[src/rtl/uart_pkg.sv]
// Shared types and constants for the UART transmit path.
package uart_pkg;

  typedef enum logic [2:0] {
    IDLE   = 3'd0,
    FETCH  = 3'd1,
    START  = 3'd2,
    DATA   = 3'd3,
    PARITY = 3'd4,
    STOP   = 3'd5
  } tx_state_e;

  localparam int unsigned DATA_WIDTH_DEF = 8;
  localparam int unsigned BIT_IDX_W      = $clog2(DATA_WIDTH_DEF + 1);
  localparam logic        IDLE_LEVEL     = 1'b1;

endpackage

[src/rtl/uart_baud_cnt.sv]
// Reloadable baud down-counter: tick marks the last cycle of a bit, pre_tick the one before it.
module uart_baud_cnt
  import uart_pkg::*;
#(
  parameter int DIV_WIDTH = 16
) (
  input  logic                 clk,
  input  logic                 rst_ni,
  input  logic                 load_i,
  input  logic [DIV_WIDTH-1:0] div_i,
  output logic                 tick_o,
  output logic                 pre_tick_o
);

  logic [DIV_WIDTH-1:0] cnt_r;

  // Count down to zero and hold there until the next load.
  always_ff @(posedge clk or negedge rst_ni) begin
    if (!rst_ni) begin
      cnt_r <= {DIV_WIDTH{1'b0}};
    end else if (load_i) begin
      cnt_r <= div_i;
    end else if (cnt_r != {DIV_WIDTH{1'b0}}) begin
      cnt_r <= cnt_r - DIV_WIDTH'(1);
    end else begin
      cnt_r <= cnt_r;
    end
  end

  assign tick_o     = (cnt_r == {DIV_WIDTH{1'b0}});
  assign pre_tick_o = (cnt_r == DIV_WIDTH'(1));

endmodule

[src/rtl/uart_tx_engine.sv]
// UART transmitter that pops words from a registered-read FIFO and serializes them
// as start, LSB-first data, optional parity and one or two stop bits.
module uart_tx_engine
  import uart_pkg::*;
#(
  parameter int DATA_WIDTH = 8,
  parameter int DIV_WIDTH  = 16
) (
  input  logic                  clk,
  input  logic                  rst_ni,
  input  logic                  tx_en_i,
  input  logic [DIV_WIDTH-1:0]  baud_div_i,
  input  logic                  parity_en_i,
  input  logic                  parity_odd_i,
  input  logic                  stop2_i,
  input  logic                  fifo_empty_i,
  output logic                  fifo_rd_en_o,
  input  logic [DATA_WIDTH-1:0] fifo_rd_data_i,
  output logic                  tx_o,
  output logic                  busy_o,
  output logic                  done_o
);

  localparam int IDX_W = (DATA_WIDTH == int'(DATA_WIDTH_DEF)) ? int'(BIT_IDX_W)
                                                               : $clog2(DATA_WIDTH + 1);
  localparam logic [IDX_W-1:0] LAST_IDX = IDX_W'(DATA_WIDTH - 1);

  function automatic logic calc_parity(input logic [DATA_WIDTH-1:0] d, input logic odd);
    return (^d) ^ odd;
  endfunction

  tx_state_e             state_r;
  logic [DATA_WIDTH-1:0] shift_r;
  logic [DIV_WIDTH-1:0]  div_r;
  logic                  par_en_r;
  logic                  stop2_r;
  logic                  parity_r;
  logic [IDX_W-1:0]      bit_idx_r;
  logic                  stop_idx_r;
  logic                  tx_r;
  logic                  busy_r;
  logic                  done_r;

  logic                  rd_en_s;
  logic                  tick_s;
  logic                  pre_tick_s;
  logic                  bit_end_s;
  logic                  load_s;
  logic [DIV_WIDTH-1:0]  div_sel_s;
  logic                  div_zero_s;
  logic                  last_stop_s;
  logic [DATA_WIDTH-1:0] shift_nx_s;
  logic                  done_nx_s;

  assign rd_en_s = (state_r == IDLE) & tx_en_i & ~fifo_empty_i;

  // Bit-boundary decode, counter reload control and look-ahead for the done pulse.
  always_comb begin
    bit_end_s   = 1'b0;
    done_nx_s   = 1'b0;
    div_zero_s  = (div_r == {DIV_WIDTH{1'b0}});
    last_stop_s = ~stop2_r | stop_idx_r;
    shift_nx_s  = shift_r >> 1;
    case (state_r)
      START, DATA, PARITY: bit_end_s = tick_s;
      STOP:                bit_end_s = tick_s;
      default:             bit_end_s = 1'b0;
    endcase
    if (state_r == FETCH) begin
      load_s    = 1'b1;
      div_sel_s = baud_div_i;
    end else begin
      load_s    = bit_end_s;
      div_sel_s = div_r;
    end
    // done is registered, so it is raised one cycle ahead of the final stop cycle
    case (state_r)
      DATA:    done_nx_s = bit_end_s & (bit_idx_r == LAST_IDX) & ~par_en_r & ~stop2_r & div_zero_s;
      PARITY:  done_nx_s = bit_end_s & ~stop2_r & div_zero_s;
      STOP: begin
        if (bit_end_s) begin
          done_nx_s = stop2_r & ~stop_idx_r & div_zero_s;
        end else begin
          done_nx_s = last_stop_s & pre_tick_s;
        end
      end
      default: done_nx_s = 1'b0;
    endcase
  end

  uart_baud_cnt #(
    .DIV_WIDTH (DIV_WIDTH)
  ) u_baud_cnt (
    .clk        (clk),
    .rst_ni     (rst_ni),
    .load_i     (load_s),
    .div_i      (div_sel_s),
    .tick_o     (tick_s),
    .pre_tick_o (pre_tick_s)
  );

  // Frame sequencer with registered line, busy and done outputs.
  always_ff @(posedge clk or negedge rst_ni) begin
    if (!rst_ni) begin
      state_r    <= IDLE;
      shift_r    <= {DATA_WIDTH{1'b0}};
      div_r      <= {DIV_WIDTH{1'b0}};
      par_en_r   <= 1'b0;
      stop2_r    <= 1'b0;
      parity_r   <= 1'b0;
      bit_idx_r  <= {IDX_W{1'b0}};
      stop_idx_r <= 1'b0;
      tx_r       <= IDLE_LEVEL;
      busy_r     <= 1'b0;
      done_r     <= 1'b0;
    end else begin
      done_r <= done_nx_s;
      case (state_r)
        IDLE: begin
          tx_r <= IDLE_LEVEL;
          if (rd_en_s) begin
            state_r <= FETCH;
            busy_r  <= 1'b1;
          end else begin
            busy_r  <= 1'b0;
          end
        end
        FETCH: begin
          shift_r    <= fifo_rd_data_i;
          div_r      <= baud_div_i;
          par_en_r   <= parity_en_i;
          stop2_r    <= stop2_i;
          parity_r   <= calc_parity(fifo_rd_data_i, parity_odd_i);
          bit_idx_r  <= {IDX_W{1'b0}};
          stop_idx_r <= 1'b0;
          tx_r       <= 1'b0;
          state_r    <= START;
        end
        START: begin
          if (bit_end_s) begin
            tx_r    <= shift_r[0];
            state_r <= DATA;
          end
        end
        DATA: begin
          if (bit_end_s) begin
            shift_r <= shift_nx_s;
            if (bit_idx_r == LAST_IDX) begin
              bit_idx_r <= {IDX_W{1'b0}};
              tx_r      <= par_en_r ? parity_r : IDLE_LEVEL;
              state_r   <= par_en_r ? PARITY : STOP;
            end else begin
              bit_idx_r <= bit_idx_r + IDX_W'(1);
              tx_r      <= shift_nx_s[0];
            end
          end
        end
        PARITY: begin
          if (bit_end_s) begin
            tx_r    <= IDLE_LEVEL;
            state_r <= STOP;
          end
        end
        STOP: begin
          if (bit_end_s) begin
            if (last_stop_s) begin
              state_r <= IDLE;
              busy_r  <= 1'b0;
            end else begin
              stop_idx_r <= 1'b1;
            end
          end
        end
        default: begin
          state_r <= IDLE;
          tx_r    <= IDLE_LEVEL;
          busy_r  <= 1'b0;
        end
      endcase
    end
  end

  assign fifo_rd_en_o = rd_en_s;
  assign tx_o         = tx_r;
  assign busy_o       = busy_r;
  assign done_o       = done_r;

endmodule

[config.mk]
export PLATFORM = sky130hd
export DESIGN_NAME = uart_tx_engine
export DESIGN_NICKNAME = d
export VERILOG_FILES = /design/src/rtl/uart_pkg.sv /design/src/rtl/uart_baud_cnt.sv /design/src/rtl/uart_tx_engine.sv
export SDC_FILE = /design/constraint.sdc
export NUM_CORES = 1
export LEC_CHECK = 0
export ABC_AREA = 1
export CORE_ASPECT_RATIO = 2
export CORE_UTILIZATION = 41
export DETAILED_ROUTE_END_ITERATION = 8
export HOLD_SLACK_MARGIN = 0.05
export PLACE_DENSITY = 0.69
export REMOVE_ABC_BUFFERS = 1
export SYNTH_ARGS = -nofsm -noshare
export SYNTH_HDL_FRONTEND = slang
export SYNTH_SLANG_ARGS = --single-unit
[constraint.sdc]
create_clock -name clk -period 1.4 [get_ports clk]
set_input_delay 0.42 -clock clk [delete_from_list [all_inputs] [get_ports clk]]
set_output_delay 0.42 -clock clk [all_outputs]
set_load 0.05 [all_outputs]
# Word level (Yosys, flattened, before mapping)

Index checks and enable logic that the tools add are counted.

Logic and storage cells: 97
Output and inout port bits: 4
Bits of input ports: 31
Bits in registers: 54

Multiplexer cells: 34
Add/subtract/negate cells: 2
Bitwise gates (word level): 19
Reduce and logical (&&, ||, !) cells: 15
Equal/unequal tests: 15

Operators by type and width:

| cell                  | number |
|---|---|
| $mux 16               | 3 |
| $logic_not 16->1      | 2 |
| $mux 3                | 7 |
| $pmux 3 s6            | 1 |
| $eq 16x1->1 const B   | 1 |
| $ne 2x2->1 const B    | 8 |
| $pmux 8 s2            | 1 |
| $reduce_bool 16->1    | 1 |
| $sub 16x1->16 const B | 1 |
| $mux 1                | 14 |
| $and 1x1->1           | 11 |
| $mux 4                | 2 |
| $mux 8                | 1 |
| $pmux 4 s2            | 1 |
| $reduce_or 4->1       | 2 |
| $reduce_xor 8->1      | 1 |
| $reduce_and 7->1      | 1 |
| $eq 3x2->1 const B    | 2 |
| $eq 3x3->1 const B    | 2 |
| $not 1->1             | 6 |
| $pmux 1 s3            | 2 |
| $reduce_and 3->1      | 2 |
| $reduce_bool 2->1     | 3 |
| $pmux 1 s5            | 1 |
| 9 further kinds       | 9 |

# Logic depth before layout (Yosys ltp)

Depth after elaboration: 8
Mapped depth: 10

# Cells and area by module

From an unflattened synthesis, not the netlist that was laid out.

Cells, all modules: 431
Area, all modules: 3131.8 µm²

By module, submodules not included:

| module         | times used | area each (µm²) | cells each |
|---|---|---|---|
| uart_tx_engine | 1          | 2010.7          | 270 |
| uart_baud_cnt  | 1          | 1121.1          | 161 |

# Least setup slack after synthesis

No wires, ideal clock.

Path kind: flip-flop to output port
From: register state_r[1]
To: output port fifo_rd_en_o
Required time: 0.980 ns
Slack: -0.120 ns
Stages on the path, launching flop included: 4
Data arrival time: 1.100 ns
Buffers on the path: 0
Cells stage by stage: dfrtp_1 > nor2_1 > nand4_1 > inv_1

Word-level cells in the longest chain between the ends: 3

Ends and longest elaborated chain:

| what                     | RTL line              | text |
|---|---|---|
| start, declared          | uart_tx_engine.sv:32  | `tx_state_e state_r;` |
| start signal, assigned   | uart_tx_engine.sv:151 | `state_r <= par_en_r ? PARITY : STOP;` |
| $logic_not 3->1          | uart_tx_engine.sv:55  | `assign rd_en_s = (state_r == IDLE) & tx_en_i & ~fifo_empty_i;` |
| $and 1x1->1 (2 in a row) | uart_tx_engine.sv:55  |  |
| end, declared            | uart_tx_engine.sv:17  | `output logic fifo_rd_en_o,` |

Every way passes these cells.

# Worst setup path after layout

From: register state_r[0]
To: output port fifo_rd_en_o

The elaborated chain is that of the path after synthesis.

==> flow_summary_export.csv <==
group,metric,value,unit
grt,gr-usage-all-layers,24.64,%
timing,setup_violations,38,
cells_and_area,final_util,65.56,%
floorplan,coreArea,0.007601,mm^2
floorplan,die_w,64.54,um
cts,htreeDepth,2,
cts,cts_tree,"done",
floorplan,dieArea,0.008200,mm^2
timing,finalCriticalPeriod,1606,ps
route,drtPass1Iterations,5,
grt,grt-ovfl-total,0,
logic_synthesis,synth_area_leaders,"dfrtp_1 (41%), nand2_1 (16%), o21ai_2 (6.3%)",
floorplan,dieHeight,127.1,um
timing,finalWorstSetupSlack,-205.7,ps
status,violations,"setup timing",
power,pwr-share-seq,24.4,%
route,first_iter_violations,257,
cts,cts.sinks,54,
grt,antenna_found_initial,0,
cells_and_area,syn_to_final_growth,55.40,%
critical_path,path_delay_family,"flip-flops",
critical_path,path_buf_inv,2,
floorplan,rows,45,
critical_path,crit_path_max_fanout,2,
critical_path,cpPeakStageDelay,400,ps
timing,timing.fmax,0.6228,GHz
logic_synthesis,synth_top_cell_area_share,41.36,%
cts,cts_root_buffer,"clkbuf_16",
power,p_comb_share,64.2,%
place,portBuffers,34,
timing,slew_violations,0,
timing,max_slew.worst_pin.slew,385.3,ps
route,ant_nets,0,
route,wl_per_cell,15.90,um
route,num_vias,3368,
timing,whs,486.5,ps
critical_path,worstSetupPathType,"reg -> out",
cells_and_area,regArea,0.001354,mm^2
place,dpl.hpwl,6.262,mm
cells_and_area,fin_nets,579,
logic_synthesis,yosys_register_bits,54,
logic_synthesis,synth.distinct_cells,32,
floorplan,initial_utilization,42.19,%
power,p_sw_share,44.79,%
logic_synthesis,seq_area_frac_synth,42.18,%
power,ir_worst_vdd,1.259,mV
critical_path,required,980,ps
power,pwr-share-clk,11.4,%
cells_and_area,layout-drive-gt1-share,41.65,%
logic_synthesis,synthesis.area,0.003207,mm^2
cts,clk_latency,300,ps
cells_and_area,multi_input_comb_area,0.001933,mm^2
logic_synthesis,syn_avg_cell_area,7.727,um^2
power,internal_power,6249,uW
floorplan,pin_count,35,
job,drv_cap,0,
power,p_sw,5071,uW
cells_and_area,antenna_cells,0,
grt,grt_pass1_vias,3510,
timing,period_share,114.7,%
status,status,"complete, but fails checks",
timing,rsz0062_at_grt,"yes",
grt,grt_pass1_wl,15.35,mm
critical_path,cp-start-kind,"flop",
worst_hold_path,worstHoldPathType,"reg -> reg",
critical_path,critPathCaptureType,"output port",
route,wirelength,10.16,mm
logic_synthesis,yosysTopAreaCell,"dfrtp_1",
grt,grt_start_max_net_pins,27,
cells_and_area,nFillCells,588,
logic_synthesis,synth_edf_count,0,
logic_synthesis,synth_ff_type,"dfrtp_1",
cts,clk_pin_slew,70,ps
power,power_leakage,0.002432,uW
timing,hold_viol_final,0,
critical_path,crit_path_top_delay_cell,"dfrtp_1",
critical_path,worstPathCellList,"nor2_2, nand4_1, inv_2, buf_12",
critical_path,critPathArrivalTime,1190,ps
timing,skew,4.200,ps
timing,max_slew_margin,74.31,%
cts,cts-buffers-inserted,5,
logic_synthesis,yosys_warnings,0,
power,power_density,2271,mW/mm^2
route,drcViolationCount,0,
logic_synthesis,netlist_instances,415,
logic_synthesis,synthArstFlopShare,100.0,%
route,viasPerCell,5.271,
place,routabilityCongestion,0.8341,
cts,cts.path.max_buffers,2,
[registers in the layout, summed over array words and instances (netlist names)]
signal / cells
done_o: 1
busy_o: 1
parity_r: 1
tx_o: 1
stop2_r: 1
shift_r: 8
par_en_r: 1
bit_idx_r: 4
div_r: 16
stop_idx_r: 1
u_baud_cnt.cnt_r: 16
state_r: 3
[through the flow]
stage / power, uW / area, um^2 / std cells / worst slack, ps / setup TNS, ps
2_1_floorplan: 5607 / 3118 / 407 / -119.8 / -1147
3_3_place_gp: 7843 / 4199 / 605 / -254.1 / -4982
3_5_place_dp: 7987 / 4199 / 605 / -265.5 / -5894
4_1_cts: 10560 / 4788 / 634 / -210.6 / -3503
5_1_grt: 12010 / 4984 / 639 / -280.6 / -8107
6_report: 11320 / 4984 / 639 / -205.7 / -5464
[cells in the final DEF, fill, tap and decap left out, types with 8 or more instances in the layout]
cell             Yosys  layout
nand2_1            136      98
buf_4                1      69
dfrtp_1             53      52
inv_1               53      47
nand2_2              1      32
o21ai_2             23      28
clkdlybuf4s50_1      0      27
nor2_1              32      24
nand3_1             21      15
buf_6                5      15
o21ai_1              9      12
nand2_4              6      11
nand4_1             11      11
nor2_4               4       9
buf_12               1       9
inv_2                4       8
nor2_2               5       8
o21ai_0             17       8
[synthesized netlist by cell type, types with 2 or more instances]
cell	n
nor2_2	5
ha_1	4
xnor2_1	5
nand2_4	6
o21ai_0	17
inv_1	53
nor2_1	32
o21ai_1	9
buf_6	5
nor2_4	4
nand4_1	11
a21oi_1	8
xor2_1	3
nand3b_1	2
dfrtp_1	53
o21ai_2	23
or2_2	2
nand2_1	136
nand3_1	21
inv_2	4
[area by class of cell]
type / instances / share of cell area [%]
Timing Repair inverter: 1 / 0.2260
Sequential cell: 54 / 27.17
Multi-Input combinational cell: 299 / 38.79
Inverter: 58 / 4.720
Clock buffer: 7 / 2.862
Timing Repair Buffer: 125 / 23.78
Tap cell: 94 / 2.360
Clock inverter: 1 / 0.1004
[metal layers]
metal	global-route usage, %	vias up	wire length (um)
li1	-	1567	-
met1	22.29	1629	3196
met2	46.50	116	5736
met3	3.750	56	422
met4	19.35	0	805
met5	0	-	0
[worst min-delay path: stages (launching register included)]
cell and delay, ps:
dfrtp_1 360, nand2_2 60, o21ai_2 40
[cell families after synthesis]
family                   Yosys count  share of synthesized area, %
adder cells (fa/ha/maj)            4                         1.561
buffers and inverters             66                         9.637
multiplexers                       1                        0.3121
AO/OA/AOI/OAI                     59                         12.02
AND/OR/NAND/NOR                  223                         32.11
XOR/XNOR                           8                         2.185
flip-flops                        54                         42.18
[path summary, 6_finish.rpt]
kind,from,endpoint,slack (ps),depth (start not counted)
max in group asynchronous,rst_ni,tx_o$_DFFE_PN1P_,330,3
hold reg to reg,shift_r[4]$_DFFE_PN0P_,shift_r[4]$_DFFE_PN0P_,490,2
setup / recovery,state_r[0]$_DFFE_PN0P_,fifo_rd_en_o,-210,4
min in group asynchronous,rst_ni,div_r[10]$_DFF_PN0_,560,2
hold / removal,shift_r[4]$_DFFE_PN0P_,shift_r[4]$_DFFE_PN0P_,490,2
setup reg to reg,u_baud_cnt.cnt_r[1]$_DFFE_PN0P_,shift_r[1]$_DFFE_PN0P_,-200,9
[what timing repair did]
action                                  4_1_cts  5_1_grt
pin swaps                                    22       21
endpoints found under the setup margin       37       41
resized for setup                            87       42
buffers inserted                             14        5
hold buffers                                  1        0
gates cloned                                  6        0
endpoints found under the hold margin        12        0
[power by group through the flow]
stage / registers, uW / logic [uW] / clock network (uW)
2_1_floorplan: 2780 / 2830 / 0
3_3_place_gp: 2690 / 5150 / 0
3_5_place_dp: 2710 / 5280 / 0
4_1_cts: 2720 / 6540 / 1310
5_1_grt: 2820 / 7840 / 1360
6_report: 2760 / 7270 / 1290
No activity file was read; power rests on OpenSTA's default activity.
==> edit 1: new RTL, config.mk and constraints unchanged <==
Re-encode `tx_state_e` (6 states) as Gray code, 3 bits wide.
--- a/src/rtl/uart_pkg.sv
+++ b/src/rtl/uart_pkg.sv
@@ -2,12 +2,12 @@
 package uart_pkg;
 
   typedef enum logic [2:0] {
-    IDLE   = 3'd0,
-    FETCH  = 3'd1,
-    START  = 3'd2,
-    DATA   = 3'd3,
-    PARITY = 3'd4,
-    STOP   = 3'd5
+    IDLE   = 3'b000,
+    FETCH  = 3'b001,
+    START  = 3'b011,
+    DATA   = 3'b010,
+    PARITY = 3'b110,
+    STOP   = 3'b111
   } tx_state_e;
 
   localparam int unsigned DATA_WIDTH_DEF = 8;
Formal check against the unedited RTL: no difference found for any inputs over 10 cycles, from zero or initial values and one cycle with rst_ni low; not proved beyond that.
==> edit 1 against the original RTL <==
The flow still finishes with violations (negative setup slack); synthesized cell count up 7.7%; clock skew up 0.0026 ns; synthesized area up 0.82%; setup slack worse by 0.075 ns; total power down 19%; global-route usage down 2.3 points; cell area down 3.1%; sequential cell count unchanged; routed wire length down 12%; die area up 0.80%; critical endpoint unchanged; largest cell class unchanged; largest power group unchanged.
==> edit 1: results <==
[cells_and_area]
fin_nets = 600
drive_gt1_frac = 0.2903
largestRegisters = div_r (16), u_baud_cnt.cnt_r (16), shift_r (8)
antenna_cells = 0
instances_no_fill = 659

[cts]
clockBufferDepth = 2
clock_latency_ns = 0.29
cts_root_buf = clkbuf_16
clkTransAtPathRegs_ns = 0.07
cts_buffers = 5
h-tree-depth = 2

[place]
gp_congestion = 0.8608
portBuffers = 34
dp_cells = 633
place_hpwl_um = 6247

[route]
drtIter0Drc = 195
via_per_inst = 4.954
wire_per_inst_um = 13.59
first_pass_iters = 4

[setup_path]
r2r_cells = 8
path_max_fanout = 2
rr_endpoint = u_baud_cnt.cnt_r[5]$_DFFE_PN0P_
arrival_ns = 1.26
reg2reg_slack_ns = -0.22
cpPeakStageDelay_ns = 0.42
cp_top_family = flip-flops
slowest_stage = dfrtp_1
endpoint = fifo_rd_en_o
r2r-start = state_r[2]$_DFFE_PN0P_
path_class = register to output port

[timing]
setup_viol = 48
fin_ws_ns = -0.2803
worst_pin_slew_ns = 0.3632
clock-skew-final_ns = 0.006826
fin_setup_tns_ns = -5.740

[synthesis]
synth_common_cells = nand2_1 (148), inv_1 (61), dfrtp_1 (53)
synth_seq_area_share = 0.4183
yosysUniqueCellTypes = 33
async_flop_share = 1.000
synth_warnings = 0
ys_top_cells_by_area = dfrtp_1 (41%), nand2_1 (17%), inv_1 (7.1%), nor2_1 (5.3%), o21ai_0 (4.8%)
syn_area_per_cell_um2 = 7.233
synth_ff_type = dfrtp_1

[global_route]
grt_pass1_vias = 3302
grt_max_degree = 55
grt_pass1_wl_um = 14190
grt.total_usage = 0.2230
antenna_found_initial = 0

[power]
peakVddDrop_mv = 0.9954
p_leak_nw = 2.431

[min_path]
worstHoldPathType = input port to async pin

[status]
status = complete, but fails checks
failed_checks = negative setup slack
## edit 1: cell types whose count changed after synthesis, sizes merged, moves of 2 or more
cell	unedited run	this run
nand2	143	156
a21oi	8	3
nor2	42	54
xnor2	5	2
nand3	23	28
inv	58	65
buf	8	10
## edit 1: cell families after synthesis
logic type               synth area share
AND/OR/NAND/NOR                    0.3491
adder cells (fa/ha/maj)           0.01548
AO/OA/AOI/OAI                     0.09017
flip-flops                         0.4183
XOR/XNOR                          0.01625
buffers and inverters              0.1107
## edit 1: what timing repair did
| action | CTS | global route |
|---|---|---|
| pin swaps | 14 | 18 |
| gates cloned | 4 | 1 |
| setup buffers | 10 | 5 |
| endpoints found under the setup margin | 40 | 55 |
| resized for setup | 45 | 39 |
## edit 1: final cells by class
cell class | instances | area [µm²]
flip-flops and latches | 54 | 1353
inverters | 66 | 262.8
repair buffers | 117 | 1127
multi-input cells | 321 | 1834
clock buffers | 7 | 132.6
well taps | 94 | 117.6
fillers | 630 | 2774
## edit 1: report_power, final
part           leakage [nW]  switching [mW]  internal (mW)
combinational          1.73            2.80           2.40
sequential            0.635           0.464           2.30
clock                0.0640           0.522          0.656
total                  2.43            3.78           5.37
## edit 1: through the flow
step / setup slack (ns) / hold slack [ns] / area (µm²) / utilization
after global placement: -0.2793 / 0.4341 / 4209 / 0.5537
after detailed placement: -0.2877 / 0.4405 / 4209 / 0.5537
after floorplan: -0.1493 / 0.1244 / 3131 / -
final: -0.2803 / 0.1076 / 4827 / 0.6351
after global routing: -0.3381 / 0.1357 / 4827 / 0.6351
after CTS: -0.2905 / 0.1275 / 4618 / 0.6076
## edit 1: routing by layer
metal  vias to the layer above  routed length, µm  GRT usage
met5                         -                  0          0
met4                         0                472     0.1150
met3                        32                182    0.03036
met2                        57               5200     0.4320
met1                      1541               3102     0.2180
li1                       1635                  -          -
==> edit 2: new RTL, same settings <==
Without the edit above. Set the parameter `DATA_WIDTH` to 16 (it was 8).
--- a/src/rtl/uart_tx_engine.sv
+++ b/src/rtl/uart_tx_engine.sv
@@ -3,7 +3,7 @@
 module uart_tx_engine
   import uart_pkg::*;
 #(
-  parameter int DATA_WIDTH = 8,
+  parameter int DATA_WIDTH = 16,
   parameter int DIV_WIDTH  = 16
 ) (
   input  logic                  clk,
Interface: changed (resized fifo_rd_data_i); port bits go from 35 to 43. The function was not compared with the original's and may differ.
==> edit 2 against the original RTL <==
The flow still finishes with violations (negative setup slack); routed wire length is 46% higher; sequential cell count is 9 higher; setup slack worse by 0.25 ns; synthesized area is 16% higher; first-iteration DRC count is 4.7% lower; clock power is 75% higher; sequential share of layout area is 3.8 points lower; synthesized cell count is 17% higher; cell area is 36% higher; total power is 40% higher; largest power group unchanged.
==> edit 2: results <==
[timing]
clock-skew-final_ns = 0.008731
setup_viol = 59
fin_setup_tns_ns = -16.99
fin_ws_ns = -0.4530
slew_headroom = 0.5961
hold_slack_ns = 0.4313

[setup_path]
endpoint = u_baud_cnt.cnt_r[0]$_DFFE_PN0P_
cp_top_family = simple AND/OR/NAND/NOR gates
path_max_fanout = 8
arrival_ns = 2.06
r2r_cells = 10
startpoint = u_baud_cnt.cnt_r[0]$_DFFE_PN0P_
cpPeakStageDelay_ns = 0.42

[place]
place_hpwl_um = 7386
dp_slack_ns = -0.4642
portBuffers = 42
place_area_um2 = 4954
gp_congestion = 0.9249

[min_path]
hold_end = shift_r[15]$_DFFE_PN0P_
min_from = fifo_rd_data_i[15]
holdPathStages = 3
worstHoldPathType = input port to register

[power]
peakVddDrop_mv = 1.014
p_leak_nw = 3.476

[synthesis]
synth_seq_area_share = 0.4256
yosysUniqueCellTypes = 36
synth_warnings = 0
syn_area_per_cell_um2 = 7.628
synth-adder-area-share = 0.01350
synth_common_cells = nand2_1 (161), dfrtp_1 (62), inv_1 (55)
yosys-mux-area-fraction = 0.02160
synth_compound_area_frac = 0.1137
synth_xor_area_frac = 0.04489
ys_top_cells_by_area = dfrtp_1 (42%), nand2_1 (16%), inv_1 (5.6%), o21ai_2 (3.8%), nor2_1 (3.7%)

[route]
wl_met3_um = 602
routed-wl-met2_um = 8028
drtIter0Drc = 245
vias = 4206
wirelength_met1_um = 4867
wire_per_inst_um = 19.39
drt_wl_total_um = 14840

[status]
status = complete, but fails checks
failed_checks = negative setup slack

[global_route]
met3_usage = 0.06079
grtUsageMet1 = 0.2701
grt_max_degree = 24
use_met2 = 0.5421
grt.total_usage = 0.2886
grt_pass1_wl_um = 20910
grt_pass1_vias = 4455

[cts]
postCtsSetupRepairBufs = 35
cts_buffers = 9
cts_root_buf = clkbuf_16
cts_resized = 167
clkTransAtPathRegs_ns = 0.06
clock_latency_ns = 0.34
h-tree-depth = 3

[cells_and_area]
fin_nets = 706
largestRegisters = div_r (16), shift_r (16), u_baud_cnt.cnt_r (16)
drive_gt1_frac = 0.5083
edit 2: changes by cell type after synthesis, moves of 7 or more:
cell     before  now
mux2i_1       1    8
nand4_1      11    2
o21ai_2      23   16
xor2_1        3   10
dfrtp_1      53   62
o21ai_1       9   16
nand2_1     136  161
o21ai_0      17   25
edit 2: logic make-up after synthesis:
family,Yosys count
AO/OA/AOI/OAI,68
XOR/XNOR,19
adder cells (fa/ha/maj),4
buffers and inverters,73
flip-flops,63
multiplexers,8
AND/OR/NAND/NOR,251
edit 2: final cells by class:
class	instances	area, µm²
multi-input cells	350	2610
fillers	497	1937
repair buffers	178	1891
flip-flops and latches	63	1580
inverters	61	279.0
clock buffers	12	256.5
well taps	100	125.1
clock inverters	1	30.03
edit 2: report_power, final:
part           total (mW)  switching (mW)  internal (mW)
Combinational        10.2            5.48           4.73
Sequential           3.38           0.706           2.67
Clock                2.26           0.818           1.45
Total                15.9            7.01           8.85
